**src/rtl/conv_col_feeder_if.sv**
```systemverilog
// Bundle between conv_col_feeder and its producer/consumer: kernel start,
// pixel stream handshake and the conv_2d column outputs.
interface conv_col_feeder_if #(
  parameter int DATA_W = 8
);
  logic                  i_knl_start;
  logic [9*DATA_W-1:0]   i_kernel;
  logic                  i_valid;
  logic [DATA_W-1:0]     i_pixel;
  logic                  o_ready;
  logic                  o_load_knl;
  logic                  o_en_conv;
  logic [DATA_W-1:0]     o_data1;
  logic [DATA_W-1:0]     o_data2;
  logic [DATA_W-1:0]     o_data3;
  logic                  o_frame_done;

  modport slave (
    input  i_knl_start,
    input  i_kernel,
    input  i_valid,
    input  i_pixel,
    output o_ready,
    output o_load_knl,
    output o_en_conv,
    output o_data1,
    output o_data2,
    output o_data3,
    output o_frame_done
  );

  modport master (
    output i_knl_start,
    output i_kernel,
    output i_valid,
    output i_pixel,
    input  o_ready,
    input  o_load_knl,
    input  o_en_conv,
    input  o_data1,
    input  o_data2,
    input  o_data3,
    input  o_frame_done
  );
endinterface

```
**src/rtl/conv_col_feeder.sv**
```systemverilog
// Feeds conv_2d: loads a 3x3 kernel as 3 columns, then turns a raster
// pixel stream into 3-row columns using two line buffers.
// Ports: clk, i_nrst (async active-low), bus (conv_col_feeder_if.slave).
module conv_col_feeder #(
  parameter int DATA_W     = 8,
  parameter int IMG_WIDTH  = 8,
  parameter int IMG_HEIGHT = 8
) (
  input  logic               clk,
  input  logic               i_nrst,
  conv_col_feeder_if.slave   bus
);
  localparam int COL_W = $clog2(IMG_WIDTH);
  localparam int ROW_W = $clog2(IMG_HEIGHT);

  typedef enum logic [1:0] {
    S_IDLE,
    S_LOAD,
    S_PRIME,
    S_STREAM
  } state_e;

  state_e              state_q, state_d;
  logic [9*DATA_W-1:0] knl_q, knl_d;
  logic [1:0]          j_q, j_d;
  logic [COL_W-1:0]    col_q, col_d;
  logic [ROW_W-1:0]    row_q, row_d;
  logic                ready_q, ready_d;
  logic                load_q, load_d;
  logic                en_q, en_d;
  logic                done_q, done_d;
  logic [DATA_W-1:0]   d1_q, d1_d;
  logic [DATA_W-1:0]   d2_q, d2_d;
  logic [DATA_W-1:0]   d3_q, d3_d;

  logic [DATA_W-1:0]   lb0_q [IMG_WIDTH];
  logic [DATA_W-1:0]   lb1_q [IMG_WIDTH];

  logic acc;
  logic lb_we;
  logic last_col;
  logic last_row;

  // k_n, n = 1..9, row-major
  function automatic logic [DATA_W-1:0] coef(
    input logic [9*DATA_W-1:0] k,
    input int                  n
  );
    return k[n*DATA_W-1 -: DATA_W];
  endfunction

  assign acc      = bus.i_valid & ready_q;
  assign last_col = (col_q == COL_W'(IMG_WIDTH - 1));
  assign last_row = (row_q == ROW_W'(IMG_HEIGHT - 1));

  always_comb begin
    state_d = state_q;
    knl_d   = knl_q;
    j_d     = j_q;
    col_d   = col_q;
    row_d   = row_q;
    load_d  = 1'b0;
    en_d    = 1'b0;
    done_d  = 1'b0;
    d1_d    = d1_q;
    d2_d    = d2_q;
    d3_d    = d3_q;
    lb_we   = 1'b0;

    unique case (state_q)
      S_IDLE: begin
        if (bus.i_knl_start) begin
          knl_d   = bus.i_kernel;
          j_d     = 2'd0;
          load_d  = 1'b1;
          d1_d    = coef(bus.i_kernel, 1);
          d2_d    = coef(bus.i_kernel, 4);
          d3_d    = coef(bus.i_kernel, 7);
          state_d = S_LOAD;
        end
      end
      S_LOAD: begin
        // j_q is the column currently on the outputs
        if (j_q == 2'd2) begin
          state_d = S_PRIME;
        end else begin
          j_d    = j_q + 2'd1;
          load_d = 1'b1;
          d1_d   = coef(knl_q, 2 + int'(j_q));
          d2_d   = coef(knl_q, 5 + int'(j_q));
          d3_d   = coef(knl_q, 8 + int'(j_q));
        end
      end
      S_PRIME: begin
        if (acc) begin
          lb_we = 1'b1;
          if (last_col) begin
            col_d = '0;
            row_d = row_q + 1'b1;
            if (row_q == ROW_W'(1)) begin
              state_d = S_STREAM;
            end
          end else begin
            col_d = col_q + 1'b1;
          end
        end
      end
      S_STREAM: begin
        if (acc) begin
          lb_we = 1'b1;
          en_d  = 1'b1;
          d1_d  = lb0_q[col_q];
          d2_d  = lb1_q[col_q];
          d3_d  = bus.i_pixel;
          if (last_col && last_row) begin
            done_d  = 1'b1;
            col_d   = '0;
            row_d   = '0;
            state_d = S_IDLE;
          end else if (last_col) begin
            col_d = '0;
            row_d = row_q + 1'b1;
          end else begin
            col_d = col_q + 1'b1;
          end
        end
      end
      default: begin
        state_d = S_IDLE;
      end
    endcase

    // ready tracks the state the outputs will belong to
    ready_d = (state_d == S_PRIME) || (state_d == S_STREAM);
  end

  always_ff @(posedge clk or negedge i_nrst) begin
    if (!i_nrst) begin
      state_q <= S_IDLE;
      knl_q   <= '0;
      j_q     <= '0;
      col_q   <= '0;
      row_q   <= '0;
      ready_q <= 1'b0;
      load_q  <= 1'b0;
      en_q    <= 1'b0;
      done_q  <= 1'b0;
      d1_q    <= '0;
      d2_q    <= '0;
      d3_q    <= '0;
    end else begin
      state_q <= state_d;
      knl_q   <= knl_d;
      j_q     <= j_d;
      col_q   <= col_d;
      row_q   <= row_d;
      ready_q <= ready_d;
      load_q  <= load_d;
      en_q    <= en_d;
      done_q  <= done_d;
      d1_q    <= d1_d;
      d2_q    <= d2_d;
      d3_q    <= d3_d;
    end
  end

  // Line buffers are fully written during PRIME before any read,
  // so they carry no reset.
  always_ff @(posedge clk) begin
    if (lb_we) begin
      lb0_q[col_q] <= lb1_q[col_q];
      lb1_q[col_q] <= bus.i_pixel;
    end
  end

  assign bus.o_ready      = ready_q;
  assign bus.o_load_knl   = load_q;
  assign bus.o_en_conv    = en_q;
  assign bus.o_data1      = d1_q;
  assign bus.o_data2      = d2_q;
  assign bus.o_data3      = d3_q;
  assign bus.o_frame_done = done_q;
endmodule

```
**src/flat_wrapper.sv**
```systemverilog
// flat-port wrapper written by rule: the top's interface ports become plain ports
module conv_col_feeder_flat 
#(
  parameter int DATA_W     = 8,
  parameter int IMG_WIDTH  = 8,
  parameter int IMG_HEIGHT = 8
)
  (clk, i_nrst, bus_i_knl_start, bus_i_kernel, bus_i_valid, bus_i_pixel, bus_o_ready, bus_o_load_knl, bus_o_en_conv, bus_o_data1, bus_o_data2, bus_o_data3, bus_o_frame_done);
  conv_col_feeder_if #(.DATA_W(DATA_W)) bus_i ();
  input  logic clk;
  input  logic i_nrst;
  input wire logic [$bits(bus_i.i_knl_start)-1:0] bus_i_knl_start;
  input wire logic [$bits(bus_i.i_kernel)-1:0] bus_i_kernel;
  input wire logic [$bits(bus_i.i_valid)-1:0] bus_i_valid;
  input wire logic [$bits(bus_i.i_pixel)-1:0] bus_i_pixel;
  output wire logic [$bits(bus_i.o_ready)-1:0] bus_o_ready;
  output wire logic [$bits(bus_i.o_load_knl)-1:0] bus_o_load_knl;
  output wire logic [$bits(bus_i.o_en_conv)-1:0] bus_o_en_conv;
  output wire logic [$bits(bus_i.o_data1)-1:0] bus_o_data1;
  output wire logic [$bits(bus_i.o_data2)-1:0] bus_o_data2;
  output wire logic [$bits(bus_i.o_data3)-1:0] bus_o_data3;
  output wire logic [$bits(bus_i.o_frame_done)-1:0] bus_o_frame_done;
  assign bus_i.i_knl_start = bus_i_knl_start;
  assign bus_i.i_kernel = bus_i_kernel;
  assign bus_i.i_valid = bus_i_valid;
  assign bus_i.i_pixel = bus_i_pixel;
  assign bus_o_ready = bus_i.o_ready;
  assign bus_o_load_knl = bus_i.o_load_knl;
  assign bus_o_en_conv = bus_i.o_en_conv;
  assign bus_o_data1 = bus_i.o_data1;
  assign bus_o_data2 = bus_i.o_data2;
  assign bus_o_data3 = bus_i.o_data3;
  assign bus_o_frame_done = bus_i.o_frame_done;
  conv_col_feeder #(.DATA_W(DATA_W), .IMG_WIDTH(IMG_WIDTH), .IMG_HEIGHT(IMG_HEIGHT)) u_core (.clk(clk), .i_nrst(i_nrst), .bus(bus_i));
endmodule
```
**config.mk**
```make
export PLATFORM = sky130hd
export DESIGN_NAME = conv_col_feeder_flat
export DESIGN_NICKNAME = d
export VERILOG_FILES = /design/src/rtl/conv_col_feeder_if.sv /design/src/rtl/conv_col_feeder.sv /design/src/flat_wrapper.sv
export SDC_FILE = /design/constraint.sdc
export NUM_CORES = 1
export LEC_CHECK = 0
export ABC_AREA = 1
export CORE_ASPECT_RATIO = 1.2
export CORE_MARGIN = 8
export CORE_UTILIZATION = 38
export DETAILED_ROUTE_END_ITERATION = 6
export GPL_TIMING_DRIVEN = 0
export HOLD_SLACK_MARGIN = 0.08
export PLACE_DENSITY = 0.65
export SYNTH_ARGS = -nofsm -noshare
export SYNTH_HDL_FRONTEND = slang
export SYNTH_SLANG_ARGS = --single-unit
export TNS_END_PERCENT = 100
```
**constraint.sdc**
```tcl
create_clock -name clk -period 4 [get_ports clk]
set_input_delay 0.4 -clock clk [delete_from_list [all_inputs] [get_ports clk]]
set_output_delay 0.4 -clock clk [all_outputs]
set_load 0.01 [all_outputs]
```
# == After elaboration in Yosys (flattened, before gate mapping) ==
# Memories as Yosys holds them, arrays and structs flattened.
# Cells that the tools add are included.
# word_totals
ff_bits,110
ramBits,128
inputBits,84
word_cells,95
n_memories,2
# classes
n_addsub,9
n_eq_ne,13
shift,3
mux,44
bitwise_logic,1
reduce_logical,11
# memory_table
memory,depth,word_bits,read_ports,rd_ports_with_merged_regs,wr,line_no,text
u_core.lb0_q,8,8,1,0,1,conv_col_feeder.sv:36,logic [DATA_W-1:0] lb0_q [IMG_WIDTH];
u_core.lb1_q,8,8,1,0,1,conv_col_feeder.sv:37,logic [DATA_W-1:0] lb1_q [IMG_WIDTH];
# ops
operator,n
variable part select 79 x 32 -> 8 bit,3
subtractor 32 x 2 -> 32 bit (second input constant),3
two-way mux 8 bit,9
one-hot mux 8 bit (3 select lines),3
two-way mux 3 bit,8
two-way mux 2 bit,9
one-hot mux 3 bit (2 select lines),2
== test 2 bit (second input constant),5
two-way mux 1 bit,10
one-hot mux 2 bit (4 select lines),1
adder 3 x 1 -> 3 bit (second input constant),2
== test 3 bit (second input constant),2
AND reduction 3 bit,2
adder 4 x 2 -> 5 bit (first input constant),1
adder 3 x 2 -> 4 bit (first input constant),1
!= test 2 x 1 -> 1 bit (second input constant),2
!= test 2 bit (second input constant),2
one-hot mux 2 bit (2 select lines),1
AND reduction 4 bit,1
nonzero test 2 bit,2
adder 2 x 2 -> 3 bit (first input constant),1
== test 3 x 1 -> 1 bit (second input constant),1
nonzero test 3 bit,1
adder 2 x 1 -> 2 bit (second input constant),1
other kinds (8),8

# == Longest topological paths before layout ==
# Gate-level depths: netlist of the first run.
# logic_depth
word_depth,7
depth_mapped,15
ltp_nobuf,11

# == Least setup slack after synthesis of the first run ==
# OpenSTA, ideal clock, no wires.
# synth_timing
path_kind,reg-to-reg
startpoint,register u_core.col_q[1]
endpoint,"memory u_core.lb0_q[2][0], enable pin"
arrival_ps,2502
t_required_ps,3570
setup_slack_ps,1068
path_stages_with_launch,6
n_path_buf,3
path_cell_list,dfrtp_1 -> buf_2 -> inv_1 -> buf_4 -> buf_2 -> nor4_1
# synth_rtl
element,line_no,text
from (decl),conv_col_feeder.sv:26,"logic [COL_W-1:0] col_q, col_d;"
from (signal assigned),conv_col_feeder.sv:155,col_q <= col_d;
to (decl),conv_col_feeder.sv:36,
# No word-level cell before the write port.

# == Final worst setup path of the first run ==
# layout_timing
startpoint,register u_core.j_q[0]
endpoint,"register u_core.d2_q[5], in the netlist u_core.bus.o_data2[5]"
# layout_via
elab_chain_cells,5
word_cells_on_any_way,8
# layout_lines
element,line_no,text
from (decl),conv_col_feeder.sv:25,"logic [1:0] j_q, j_d;"
from (signal assigned),conv_col_feeder.sv:154,j_q <= j_d;
adder 3 x 2 -> 4 bit,conv_col_feeder.sv:90,"d2_d = coef(knl_q, 5 + int'(j_q));"
subtractor 32 x 2 -> 32 bit,conv_col_feeder.sv:49,return k[n*DATA_W-1 -: DATA_W];
variable part select 79 x 32 -> 8 bit,conv_col_feeder.sv:49,
two-way mux 8 bit,conv_col_feeder.sv:84,if (j_q == 2'd2) begin
one-hot mux 8 bit (3 select lines),conv_col_feeder.sv:70,unique case (state_q)
to (signal assigned),conv_col_feeder.sv:149,d2_q <= '0;
to (signal assigned),conv_col_feeder.sv:162,d2_q <= d2_d;
to (decl),conv_col_feeder.sv:33,"logic [DATA_W-1:0] d2_q, d2_d;"
# Several ways; a longest one is shown, not always the timed one. The select of a mux whose other input is x is not followed.
# A chain may end at the register's enable or synchronous reset.

==> results of run 1 <==
[power groups by stage]
stage / clock [W] / sequential, W / combinational (W)
floorplan: 0 / 0.00378 / 0.00255
global placement: 0 / 0.00383 / 0.00402
detailed placement: 0 / 0.00384 / 0.00415
CTS: 0.00247 / 0.00380 / 0.00418
global route: 0.00257 / 0.00386 / 0.00467
finish: 0.00243 / 0.00379 / 0.00414
[registers in the layout (all words and copies together) (netlist names)]
signal                   cells
u_core.row_q                 3
u_core.bus.o_frame_done      1
u_core.state_q               2
u_core.bus.o_load_knl        1
u_core.j_q                   2
u_core.bus.o_data1           8
u_core.lb1_q                64
u_core.bus.o_ready           1
u_core.bus.o_data2           8
u_core.col_q                 3
u_core.knl_q                72
u_core.lb0_q                64
u_core.bus.o_data3           8
u_core.bus.o_en_conv         1
[layout by cell type (no fill, tap or decap), types with 4 or more instances in the layout]
cell type          n
edfxtp_1         128
nor3_2             4
clkinv_1           5
mux2_2            24
clkdlybuf4s50_1  110
buf_6              5
a22oi_1            8
buf_2             33
buf_1              7
inv_1             97
bufinv_16          5
nand2_1          499
buf_4             10
clkbuf_16         25
nor2_1            77
ha_1              11
nor2_2             6
nand4_1            6
dfrtp_1          110
clkbuf_1          23
nand3_1           97
a21oi_1           56
clkinv_2           4
o22ai_1            8
a21boi_0           4
o21ai_0           31
[through the flow]
step | setup WS [ns] | setup TNS (ns) | cells | cell area [um2] | util, %
final | 0.981 | 0 | 1813 | 13800 | 47.9
after global routing | 0.760 | 0 | 1813 | 13800 | 47.9
after CTS | 1.02 | 0 | 1813 | 13800 | 47.9
after detailed placement | 1.04 | 0 | 1768 | 12900 | 44.9
after global placement | -1.74 | -238.02 | 1754 | 12700 | 44.2
after floorplan | 1.07 | 0 | 1258 | 11200 | -
[layout make-up]
type	count	area share (%)
clock buffers	28	4.68
repair buffers	126	9.19
clock inverters	16	1.59
inverters	103	2.80
plain buffers	63	2.07
multi-input cells	854	28.4
well taps	385	3.49
flip-flops and latches	238	47.8
[worst register-to-register path, cell delays in order, from the launching register on]
cell	delay, ns
dfrtp_1	0.37
buf_2	0.21
clkinv_1	0.23
buf_2	0.28
ha_1	0.30
buf_2	0.20
nand2_1	0.23
clkbuf_1	0.29
o21ai_0	0.24
nor2_1	0.08
a21oi_1	0.32
a21boi_0	0.14
[worst min path at each step]
stage | end | slack, ns | cells after the start
after detailed placement | u_core.knl_q[25]$_DFFE_PN0P_ | 0.48 | 2
final | u_core.knl_q[22]$_DFFE_PN0P_ | 0.45 | 3
after CTS | u_core.knl_q[23]$_DFFE_PN0P_ | 0.43 | 3
after floorplan | u_core.bus.o_data1[0]$_DFFE_PN0P_ | 0.10 | 0
after global routing | u_core.knl_q[20]$_DFFE_PN0P_ | 0.46 | 3
after global placement | u_core.knl_q[25]$_DFFE_PN0P_ | 0.49 | 2
[logic make-up after synthesis]
group	Yosys count
AO/OA/AOI/OAI	118
adder cells (fa/ha/maj)	11
buffers and inverters	166
flip-flops	238
multiplexers	24
AND/OR/NAND/NOR	701
[timing repair]
| action | 4_1_cts | 5_1_grt |
|---|---|---|
| setup endpoints to repair | 0 | 0 |
| hold buffers | 1 | 0 |
| endpoints found under the hold margin | 54 | 0 |
[layer usage]
metal	GRT usage [%]	vias to the layer above	share of wire, %
met2	32.9	318	51
met1	21.5	4192	39
li1	-	4386	-
met5	0	-	0
met4	9.59	0	5.4
met3	2.22	83	4.9
==> flow_summary.ini, run 1 <==
[synthesis]
synth_cells = 1258
netlist_top_cells_count = 499 x nand2_1, 128 x edfxtp_1, 110 x dfrtp_1
syn_nets = 1353
yosysTopAreaCell = edfxtp_1
ys_ff_latch = 238
synth_top_area_share_pct = 34.5
yosysSeqAreaShare_pct = 59.1
synth_compound_area_share_pct = 5.89
ys_async_sr_fraction_pct = 46.2
synth_cell_types = 35
synthXorXnorAreaFrac_pct = 0
netlist_top_cells_area = edfxtp_1 34%, dfrtp_1 25%, nand2_1 17%
ys.flop_type = edfxtp_1
synth_top_family_by_area = simple AND/OR/NAND/NOR gates
synthAdderAreaFrac_pct = 1.23
syn_avg_cell_area_um2 = 8.87
ys_warn_count = 0
synth.area.mux_share_pct = 2.42
synth_area_um2 = 11200
synth_edf_count = 128
synth.most_common_cell = nand2_1
synth_simple_gate_area_share_pct = 25.3

[cts]
cts_tree = built
cts_resized = 0
max-clock-path-buffers = 3
ctsHtreeMaxLevel = 1
clk_pin_slew_ns = 0.06
clock_latency_ns = 0.52
numCtsBuffers = 24
clock-sinks = 238
postCtsSetupRepairBufs = 0
cts-root-buf = clkbuf_16

[floorplan]
io_pins = 112
die_area_um2 = 35100
die_x_um = 172
rows = 68
fp.dieH_um = 204
core_um2 = 28800
start_util_pct = 38.7

[route]
vias = 8979
wl_mm = 32.1
drc = 7
vias_per_cell = 4.95
firstDrtPassIters = 7
ant_nets = 0
routedWlPerCell_um = 17.7
dr.first_iter.drc_count = 603

[final_layout]
num_antenna_cells = 0
nets = 1505
multi_input_area_um2 = 3930
regArea_um2 = 6600
syn2layout_area_growth_pct = 23.8
drive_gt1_share_pct = 9.59
n_fill_cell = 2734

[place]
io_buffer_count = 111
gp_congestion = 0.945
hpwl_mm = 24.2

[run_status]
status = finished with violations
violations = DRC

[global_route]
grt_pass1_wl_mm = 50.6
grt_max_degree = 57
track_usage_pct = 18.5
antenna_found_initial = 0
grt_pass1_vias = 9296
overflow = 0

[critical_path]
critPathLaunchType = register
crit_slowest_cell = dfrtp_1
ff2ff_setup_slack_ns = 0.98
crit_type = reg -> reg
reg2regPathDepth = 11
critical-path-top-delay-family = buffers and inverters
crit_path_frequent_cell = buf_2
critPathCaptureType = register
r2r_start = u_core.j_q[0]$_DFFE_PN0P_
crit_required_ns = 4.38
crit_arrival_ns = 3.40
r2r_end = u_core.bus.o_data2[5]$_DFFE_PN0P_
cp_num_buf_inv = 5
cp_num_cells = 11
path_max_fanout = 12
crit_start = u_core.j_q[0]$_DFFE_PN0P_
crit_chain = buf_2 > clkinv_1 > buf_2 > ha_1 > buf_2 > nand2_1 > clkbuf_1 > o21ai_0 > nor2_1 > a21oi_1 > a21boi_0
crit_path_max_incr_delay_ns = 0.37
crit_end = u_core.bus.o_data2[5]$_DFFE_PN0P_

[timing]
max_slew_margin_pct = 36.4
rsz0062_at_grt = false
slew_violations = 0
setup_viol = 0
whs_ns = 0.453
skew_ns = 0.0109
fin_crit_sh_pct = 75.5
hold_violations = 0
max_slew.worst_pin.slew_ns = 0.947
fmax_ghz = 0.331
finalCriticalPeriod_ns = 3.02

[min_path]
holdCritPathClass = in -> reg
hold_start = bus_i_kernel[22]

[power]
p_total_w = 0.0104
power.internal_w = 0.00636
switching_share_pct = 38.7
p_sw_w = 0.00401
ir_drop_v = 0.000353
power_frac_clock_pct = 23.4
p_comb_share_pct = 40.0
leakagePower_nw = 6.26
p_seq_share_pct = 36.6
power_density_nw_per_um2 = 750

[flow_run]
max_cap_violations = 0
Note: power is estimated with default switching activity, not from simulation.
==> run 2: changes to the inputs <==
- clock period: 4 -> 3.1 ns (I/O delays scaled with it)
==> flow_summary.ini, run 2 (synthesis gave the netlist of run 1 again) <==
[global_route]
overflow = 0
grt_pass1_wl_mm = 50.6
grt_max_degree = 57
grt_pass1_vias = 9296
antenna_found_initial = 0
track_usage_pct = 18.5

[cts]
postCtsSetupRepairBufs = 0
clk_pin_slew_ns = 0.06
ctsHtreeMaxLevel = 1
clock_latency_ns = 0.52
clock-sinks = 238
numCtsBuffers = 24
max-clock-path-buffers = 3
cts_tree = built
cts-root-buf = clkbuf_16

[flow_run]
max_cap_violations = 0

[power]
p_total_w = 0.0134
ir_drop_v = 0.000455
power_density_nw_per_um2 = 968
leakagePower_nw = 6.26

[floorplan]
io_pins = 112
die_x_um = 172
rows = 68
fp.dieH_um = 204
core_um2 = 28800
die_area_um2 = 35100
start_util_pct = 38.7

[place]
io_buffer_count = 111
hpwl_mm = 24.2
gp_congestion = 0.945

[timing]
hold_violations = 0
fin_crit_sh_pct = 93.1
fmax_ghz = 0.347
max_slew.worst_pin.slew_ns = 0.950
whs_ns = 0.363
setup_viol = 0
max_slew_margin_pct = 36.1
fin_setup_tns_ns = 0
rsz0062_at_grt = false
slew_violations = 0
skew_ns = 0.0108
finalCriticalPeriod_ns = 2.89

[min_path]
holdPathStages = 3
hold_start = bus_i_kernel[22]
holdPathEnd = u_core.knl_q[22]$_DFFE_PN0P_
holdCritPathClass = in -> reg

[final_layout]
largest_register_ff_count = 72
syn2layout_area_growth_pct = 23.9
nets = 1505
top_regs = u_core.knl_q: 72 flops, u_core.lb0_q: 64 flops, u_core.lb1_q: 64 flops
final_common_cell = nand2_1
n_fill_cell = 2731
final_cell_mix = 499 x nand2_1, 128 x edfxtp_1, 110 x clkdlybuf4s50_1, 110 x dfrtp_1
top_register = u_core.knl_q
num_antenna_cells = 0
drive_gt1_share_pct = 9.80

[critical_path]
crit_slowest_cell = dfrtp_1
ff2ff_setup_slack_ns = 0.21
crit_required_ns = 3.48
crit_path_frequent_cell = buf_2
crit_chain = buf_2 > clkinv_1 > buf_2 > ha_1 > buf_2 > nand2_1 > clkbuf_2 > o21ai_0 > nor2_1 > a21oi_1 > a21boi_0
crit_arrival_ns = 3.27
r2r_start = u_core.j_q[0]$_DFFE_PN0P_
r2r_end = u_core.bus.o_data2[4]$_DFFE_PN0P_
reg2regPathDepth = 11
crit_path_max_incr_delay_ns = 0.37
critPathCaptureType = register
path_max_fanout = 12
critPathLaunchType = register
crit_type = reg -> reg

[route]
dr.first_iter.drc_count = 605
routedWlPerCell_um = 17.7
wl_mm = 32.1
drc = 0
vias = 8961
vias_per_cell = 4.94
ant_nets = 0
firstDrtPassIters = 5

[run_status]
status = finished clean
[run 2: worst max path at each step]
stage               cells past startpoint  slack, ns                   startpoint                           endpoint
CTS                                    11       0.12    u_core.j_q[0]$_DFFE_PN0P_  u_core.bus.o_data2[5]$_DFFE_PN0P_
floorplan                               5       0.17  u_core.col_q[1]$_DFFE_PN0P_       u_core.lb0_q[2][0]$_DFFE_PP_
global route                           11       0.02    u_core.j_q[0]$_DFFE_PN0P_  u_core.bus.o_data3[3]$_DFFE_PN0P_
global placement                        1      -2.55                       i_nrst  u_core.bus.o_frame_done$_DFF_PN0_
finish                                 11       0.21    u_core.j_q[0]$_DFFE_PN0P_  u_core.bus.o_data2[4]$_DFFE_PN0P_
detailed placement                     11       0.14    u_core.j_q[0]$_DFFE_PN0P_  u_core.bus.o_data2[5]$_DFFE_PN0P_
[run 2: metal layers]
metal  global-route usage, %  vias to the layer above  part of all wire, %
met5                       0                        -                    0
met4                    9.59                        0                  5.3
met3                    2.22                       79                  4.5
met2                    32.9                      278                   51
met1                    21.5                     4220                   39
li1                        -                     4384                    -
[run 2: worst max-delay path, delay by kind of cell (launching register included)]
| kind | cells | cell delay, ns |
|---|---|---|
| AOI/OAI and AO/OA | 3 | 0.60 |
| adders and majority gates | 1 | 0.29 |
| buffers and inverters | 5 | 1.17 |
| DFF | 1 | 0.37 |
| and+or+nand+nor | 2 | 0.31 |
[run 2: layout make-up]
cell class / instances / area, um2 / area share (%)
Sequential cell: 238 / 6600 / 47.7
Multi-Input combinational cell: 854 / 3930 / 28.4
Timing Repair Buffer: 126 / 1270 / 9.19
Clock buffer: 28 / 647 / 4.68
Tap cell: 385 / 482 / 3.49
Inverter: 103 / 387 / 2.80
Buffer: 63 / 288 / 2.08
Clock inverter: 16 / 219 / 1.58
[run 2: power by group]
| part | total [W] | internal (W) | switching (W) |
|---|---|---|---|
| combinational | 0.00535 | 0.00184 | 0.00351 |
| sequential | 0.00490 | 0.00445 | 0.000448 |
| clock | 0.00313 | 0.00192 | 0.00122 |
[run 2: timing repair]
| item | in CTS | in global routing |
|---|---|---|
| hold endpoints to repair | 54 | 0 |
| setup endpoints to repair | 0 | 5 |
| gates resized for setup | 0 | 5 |
| hold buffers | 1 | 0 |
[run 2: metrics by stage]
| step | worst slack (ns) | instance area [um2] | instances | utilization (%) |
|---|---|---|---|---|
| final | 0.214 | 13800 | 1813 | 47.9 |
| after global routing | 0.0180 | 13800 | 1813 | 47.9 |
| after CTS | 0.125 | 13800 | 1813 | 47.9 |
| after detailed placement | 0.139 | 12900 | 1768 | 44.9 |
| after global placement | -2.55 | 12700 | 1754 | 44.2 |
| after floorplan | 0.168 | 11200 | 1258 | - |
==> variant 1 (flow settings as in run 1) <==
`IMG_WIDTH` is set to 8 in 2 places; all go to 16.
--- a/src/rtl/conv_col_feeder.sv
+++ b/src/rtl/conv_col_feeder.sv
@@ -4,5 +4,5 @@
 module conv_col_feeder #(
   parameter int DATA_W     = 8,
-  parameter int IMG_WIDTH  = 8,
+  parameter int IMG_WIDTH  = 16,
   parameter int IMG_HEIGHT = 8
 ) (
--- a/src/flat_wrapper.sv
+++ b/src/flat_wrapper.sv
@@ -3,5 +3,5 @@
 #(
   parameter int DATA_W     = 8,
-  parameter int IMG_WIDTH  = 8,
+  parameter int IMG_WIDTH  = 16,
   parameter int IMG_HEIGHT = 8
 )
Check against the original RTL: no difference found for any inputs over 4 cycles, from zero or initial values and one cycle with i_nrst low; that may be too few to reach the edited logic, so the function may still have changed.
==> variant 1 against run 1 <==
Core utilization shrank 2.1 points; total power increased by 51%; fmax shrank 4.5%; first-iteration DRC count grew 48%; setup slack lost 0.14 ns; via count is 45% higher; worst hold slack lost 0.057 ns; routed wire length grew 52%; area after synthesis grew 53%; sequential cell count grew 129; final cell count is 46% higher; design area rose by 48%; critical path type unchanged; critical endpoint is now u_core.bus.o_data1[5]$_DFFE_PN0P_; largest power group unchanged.
==> variant 1: results (changes against run 1) <==
[synthesis]
yosysUniqueCellTypes = 33  ; -5.7%
syn_inst = 1876  ; +49%
synth-seq-area-share = 0.615  ; +0.0236
async_flop_share = 0.302  ; -0.160
synth_common_cells = 622 x nand2_1, 300 x inv_1, 256 x edfxtp_1
synth_edf_count = 256  ; +100%

[finish]
reg_top3 = u_core.lb0_q: 128 flops, u_core.lb1_q: 128 flops, u_core.knl_q: 72 flops
fin_nets = 2139  ; +42%

[setup_path]
rr_endpoint = u_core.bus.o_data1[5]$_DFFE_PN0P_
worst_ep_arrival_time_ns = 3.57  ; +0.17 ns
slowest_stage = buf_1
r2r_slack_ns = 0.84  ; -0.14 ns
max_stage_delay_ns = 0.48  ; +0.11 ns

[placed_design]
post-dp-hpwl_um = 35100  ; +45%
placed_cells = 2565  ; +45%
pre_cts_slack_ns = 0.950  ; -0.0891 ns
gp_congestion = 1.03  ; +9.5%

[timing]
tightest_slew_ns = 0.972  ; +0.0256 ns
finalClockSkew_ns = 0.0328  ; +0.0219 ns

[detailed_routing]
vias = 13000  ; +45%
first_pass_iters = 6  ; -1
wl_per_cell_um = 18.5  ; +4.7%
drt-initial-drc-count = 892  ; +48%
routed_via_density = 4.95  ; -0.15%
drc = 0  ; -7

[clocking]
clock_tree.htree_level_count = 2  ; +1
cts_buffers = 39  ; +63%

[hold_path]
hp-class = in2async

[power]
p_leak_nw = 9.35  ; +49%
vdd_drop_max_v = 0.000351  ; -0.69%
p_per_area_nw_per_um2 = 768  ; +2.3%

[global_route]
grt_max_degree = 71  ; +25%

[run_status]
outcome = finished, final reports clean

## variant 1: routing by layer
layer | part of all wire | up-vias | wire length, um | track usage
met5 | 0 | - | 0 | 0
met4 | 0.052 | 0 | 2540 | 0.0907
met3 | 0.060 | 134 | 2960 | 0.0301
met2 | 0.49 | 495 | 23900 | 0.332
met1 | 0.40 | 6137 | 19500 | 0.223
li1 | - | 6279 | - | -
## variant 1: power by group
part / switching, mW / leakage [nW] / internal [mW] / total, mW
Clock: 1.54 / 0.651 / 2.27 / 3.81
Combinational: 4.39 / 5.11 / 1.98 / 6.37
Sequential: 0.360 / 3.59 / 5.13 / 5.49
## variant 1: stage by stage
| step | utilization | instance area [sq um] | hold slack [ns] |
|---|---|---|---|
| after floorplan | - | 17000 | 0.104 |
| after global placement | 0.423 | 18800 | 0.491 |
| after detailed placement | 0.427 | 19000 | 0.438 |
| after CTS | 0.458 | 20400 | 0.405 |
| after global routing | 0.458 | 20400 | 0.450 |
| final | 0.458 | 20400 | 0.395 |
## variant 1: layout make-up
| type | instances | area (sq um) |
|---|---|---|
| fillers | 4225 | 24200 |
| flip-flops and latches | 367 | 10500 |
| multi-input cells | 1116 | 5030 |
| repair buffers | 125 | 1290 |
| inverters | 307 | 1150 |
| clock buffers | 52 | 1050 |
| well taps | 565 | 707 |
| plain buffers | 86 | 414 |
| clock inverters | 20 | 293 |
## variant 1: worst max-delay path by stage
stage | from | endpoint
CTS | u_core.j_q[0]$_DFFE_PN0P_ | u_core.bus.o_data1[5]$_DFFE_PN0P_
detailed placement | u_core.j_q[0]$_DFFE_PN0P_ | u_core.bus.o_data1[5]$_DFFE_PN0P_
global route | u_core.j_q[0]$_DFFE_PN0P_ | u_core.bus.o_data1[4]$_DFFE_PN0P_
finish | u_core.j_q[0]$_DFFE_PN0P_ | u_core.bus.o_data1[5]$_DFFE_PN0P_
global placement | i_nrst | u_core.knl_q[4]$_DFFE_PN0P_
floorplan | u_core.col_q[2]$_DFFE_PN0P_ | u_core.lb0_q[3][0]$_DFFE_PP_
## variant 1: cells by family after synthesis
kind of cell | after synthesis | synth area share
muxes | 22 | 0.0146
DFF | 367 | 0.615
buffers and inverters | 393 | 0.0922
and+or+nand+nor | 942 | 0.225
adders and majority gates | 13 | 0.00956
xor gates and xnor gates | 1 | 0.000515
AOI/OAI and AO/OA | 138 | 0.0432
## variant 1: worst register-to-register path, stage by stage, from the launching register on
cell and delay (ns):
dfrtp_1 0.38, buf_2 0.24, clkinv_1 0.26, buf_2 0.29, ha_1 0.31, buf_2 0.23
buf_1 0.49, nand3_1 0.18, nand3_1 0.26, nand2_1 0.10, a21oi_1 0.20, a21oi_1 0.10
## variant 1: timing repair
action | in CTS | in global routing
buffers inserted | 0 | 0
hold endpoints to repair | 41 | 0
hold buffers | 1 | 0
==> variant 2 (settings of run 1) <==
Made on the original files. Make the reset (`i_nrst`) synchronous in one clocked block. Comments in the files are not updated.
--- a/src/rtl/conv_col_feeder.sv
+++ b/src/rtl/conv_col_feeder.sv
@@ -135,5 +135,5 @@
   end
 
-  always_ff @(posedge clk or negedge i_nrst) begin
+  always_ff @(posedge clk) begin
     if (!i_nrst) begin
       state_q <= S_IDLE;
Check against the original RTL: differs if i_nrst is asserted again (counterexample within 4 cycles, from zero or initial values and one cycle with i_nrst low); with i_nrst held inactive, the same outputs for 10 cycles.
==> variant 2 against run 1 <==
Design area fell by 2.7%; critical path depth rose by 1; fmax grew 12%; worst hold slack better by 0.0030 ns; routed wire length rose by 4.1%; final cell count grew 3.3%; sequential cell count grew 3; setup slack improved by 0.32 ns; area after synthesis is 2.5% lower.
Power is not compared: it rests on default switching activity, and its combinational part moved more than twofold at a synthesized area within 25%.
==> variant 2: results (changes against run 1) <==
[detailed_routing]
met2_length_um = 16800  ; +3.5%
finalWirelength_um = 33400  ; +4.1%
wl_met3_um = 1550  ; -0.32%
routed_via_density = 4.94  ; -0.29%
drt-initial-drc-count = 616  ; +2.2%
vias = 9244  ; +3.0%
wl_met1_um = 13400  ; +7.0%
first_pass_iters = 5  ; -2

[global_route]
grtUsageTotal = 0.192  ; +0.00658
first_global_vias = 9139  ; -1.7%
use_met1 = 0.223  ; +0.00814
grt_pass1_wl_um = 51000  ; +0.85%
use_met3 = 0.0224  ; +0.000105
grt_max_degree = 17  ; -70%
met2_usage = 0.344  ; +0.0153

[hold_path]
hold_depth = 2  ; -1
hp-start = u_core.knl_q[13]$_SDFFE_PN0P_
hold_end = u_core.knl_q[13]$_SDFFE_PN0P_
hp-class = reg2reg

[synthesis]
syn_area_per_cell_sq_um = 8.20  ; -7.5%
yosysUniqueCellTypes = 28  ; -20%
async_flop_share = 0  ; -0.462
ys_warn_count = 0  ; unchanged
ys_top_cells_by_area = edfxtp_1 35%, dfxtp_1 21%, nand2_1 10%, nand3_1 7.5%, nor2_1 6.4%
synth-seq-area-share = 0.562  ; -0.0298
syn_nets = 1421  ; +5.0%
synth_common_cells = 290 x nand2_1, 184 x nor2_1, 162 x nand3_1

[placed_design]
gp_congestion = 0.952  ; +0.70%
place_area_sq_um = 12600  ; -2.7%
pre_cts_slack_ns = 1.06  ; +0.0210 ns
post-dp-hpwl_um = 25500  ; +5.7%

[run_status]
outcome = finished, final reports clean

[clocking]
cts_root_buffer = clkbuf_16
post-cts-setup-buffers = 0  ; unchanged
clock_tree.htree_level_count = 1  ; unchanged

[timing]
hold_ws_ns = 0.456  ; +0.00301 ns
tightest_slew_ns = 0.966  ; +0.0199 ns
fin_crit_ns = 2.70  ; -0.319 ns

[setup_path]
r2r_slack_ns = 1.30  ; +0.32 ns
cp_max_fo = 12  ; unchanged
reg2reg_from = u_core.j_q[0]$_SDFFE_PN0P_
slowest_stage = dfxtp_1
worst_ep_arrival_time_ns = 3.15  ; -0.25 ns
max_stage_delay_ns = 0.43  ; +0.06 ns
rr_endpoint = u_core.bus.o_data2[3]$_SDFFE_PN0P_

[finish]
drive_above_1_share = 0.0679  ; -0.0280
fin_nets = 1564  ; +3.9%

## variant 2: final cells by class
| type | count | area (sq um) |
|---|---|---|
| clock buffers | 35 | 747 |
| fillers | 2786 | 15100 |
| inverters | 144 | 541 |
| clock inverters | 9 | 100 |
| flip-flops and latches | 241 | 6110 |
| repair buffers | 117 | 1210 |
| multi-input cells | 867 | 3910 |
| plain buffers | 74 | 334 |
| well taps | 385 | 482 |
## variant 2: cells by family (layout without fill, tap and decap cells)
| family | after synthesis | after routing | share of synthesized area |
|---|---|---|---|
| simple gates | 655 | 655 | 0.249 |
| buf+inv | 218 | 379 | 0.0804 |
| flops | 241 | 241 | 0.562 |
| fa+ha+maj | 11 | 11 | 0.0127 |
| compound gates | 201 | 201 | 0.0961 |
## variant 2: power breakdown
group          switching [mW]  internal (mW)  total, mW
clock network           0.952           1.43       2.38
logic                   0.716          0.434       1.15
registers              0.0961           2.75       2.84
total                    1.76           4.61       6.37
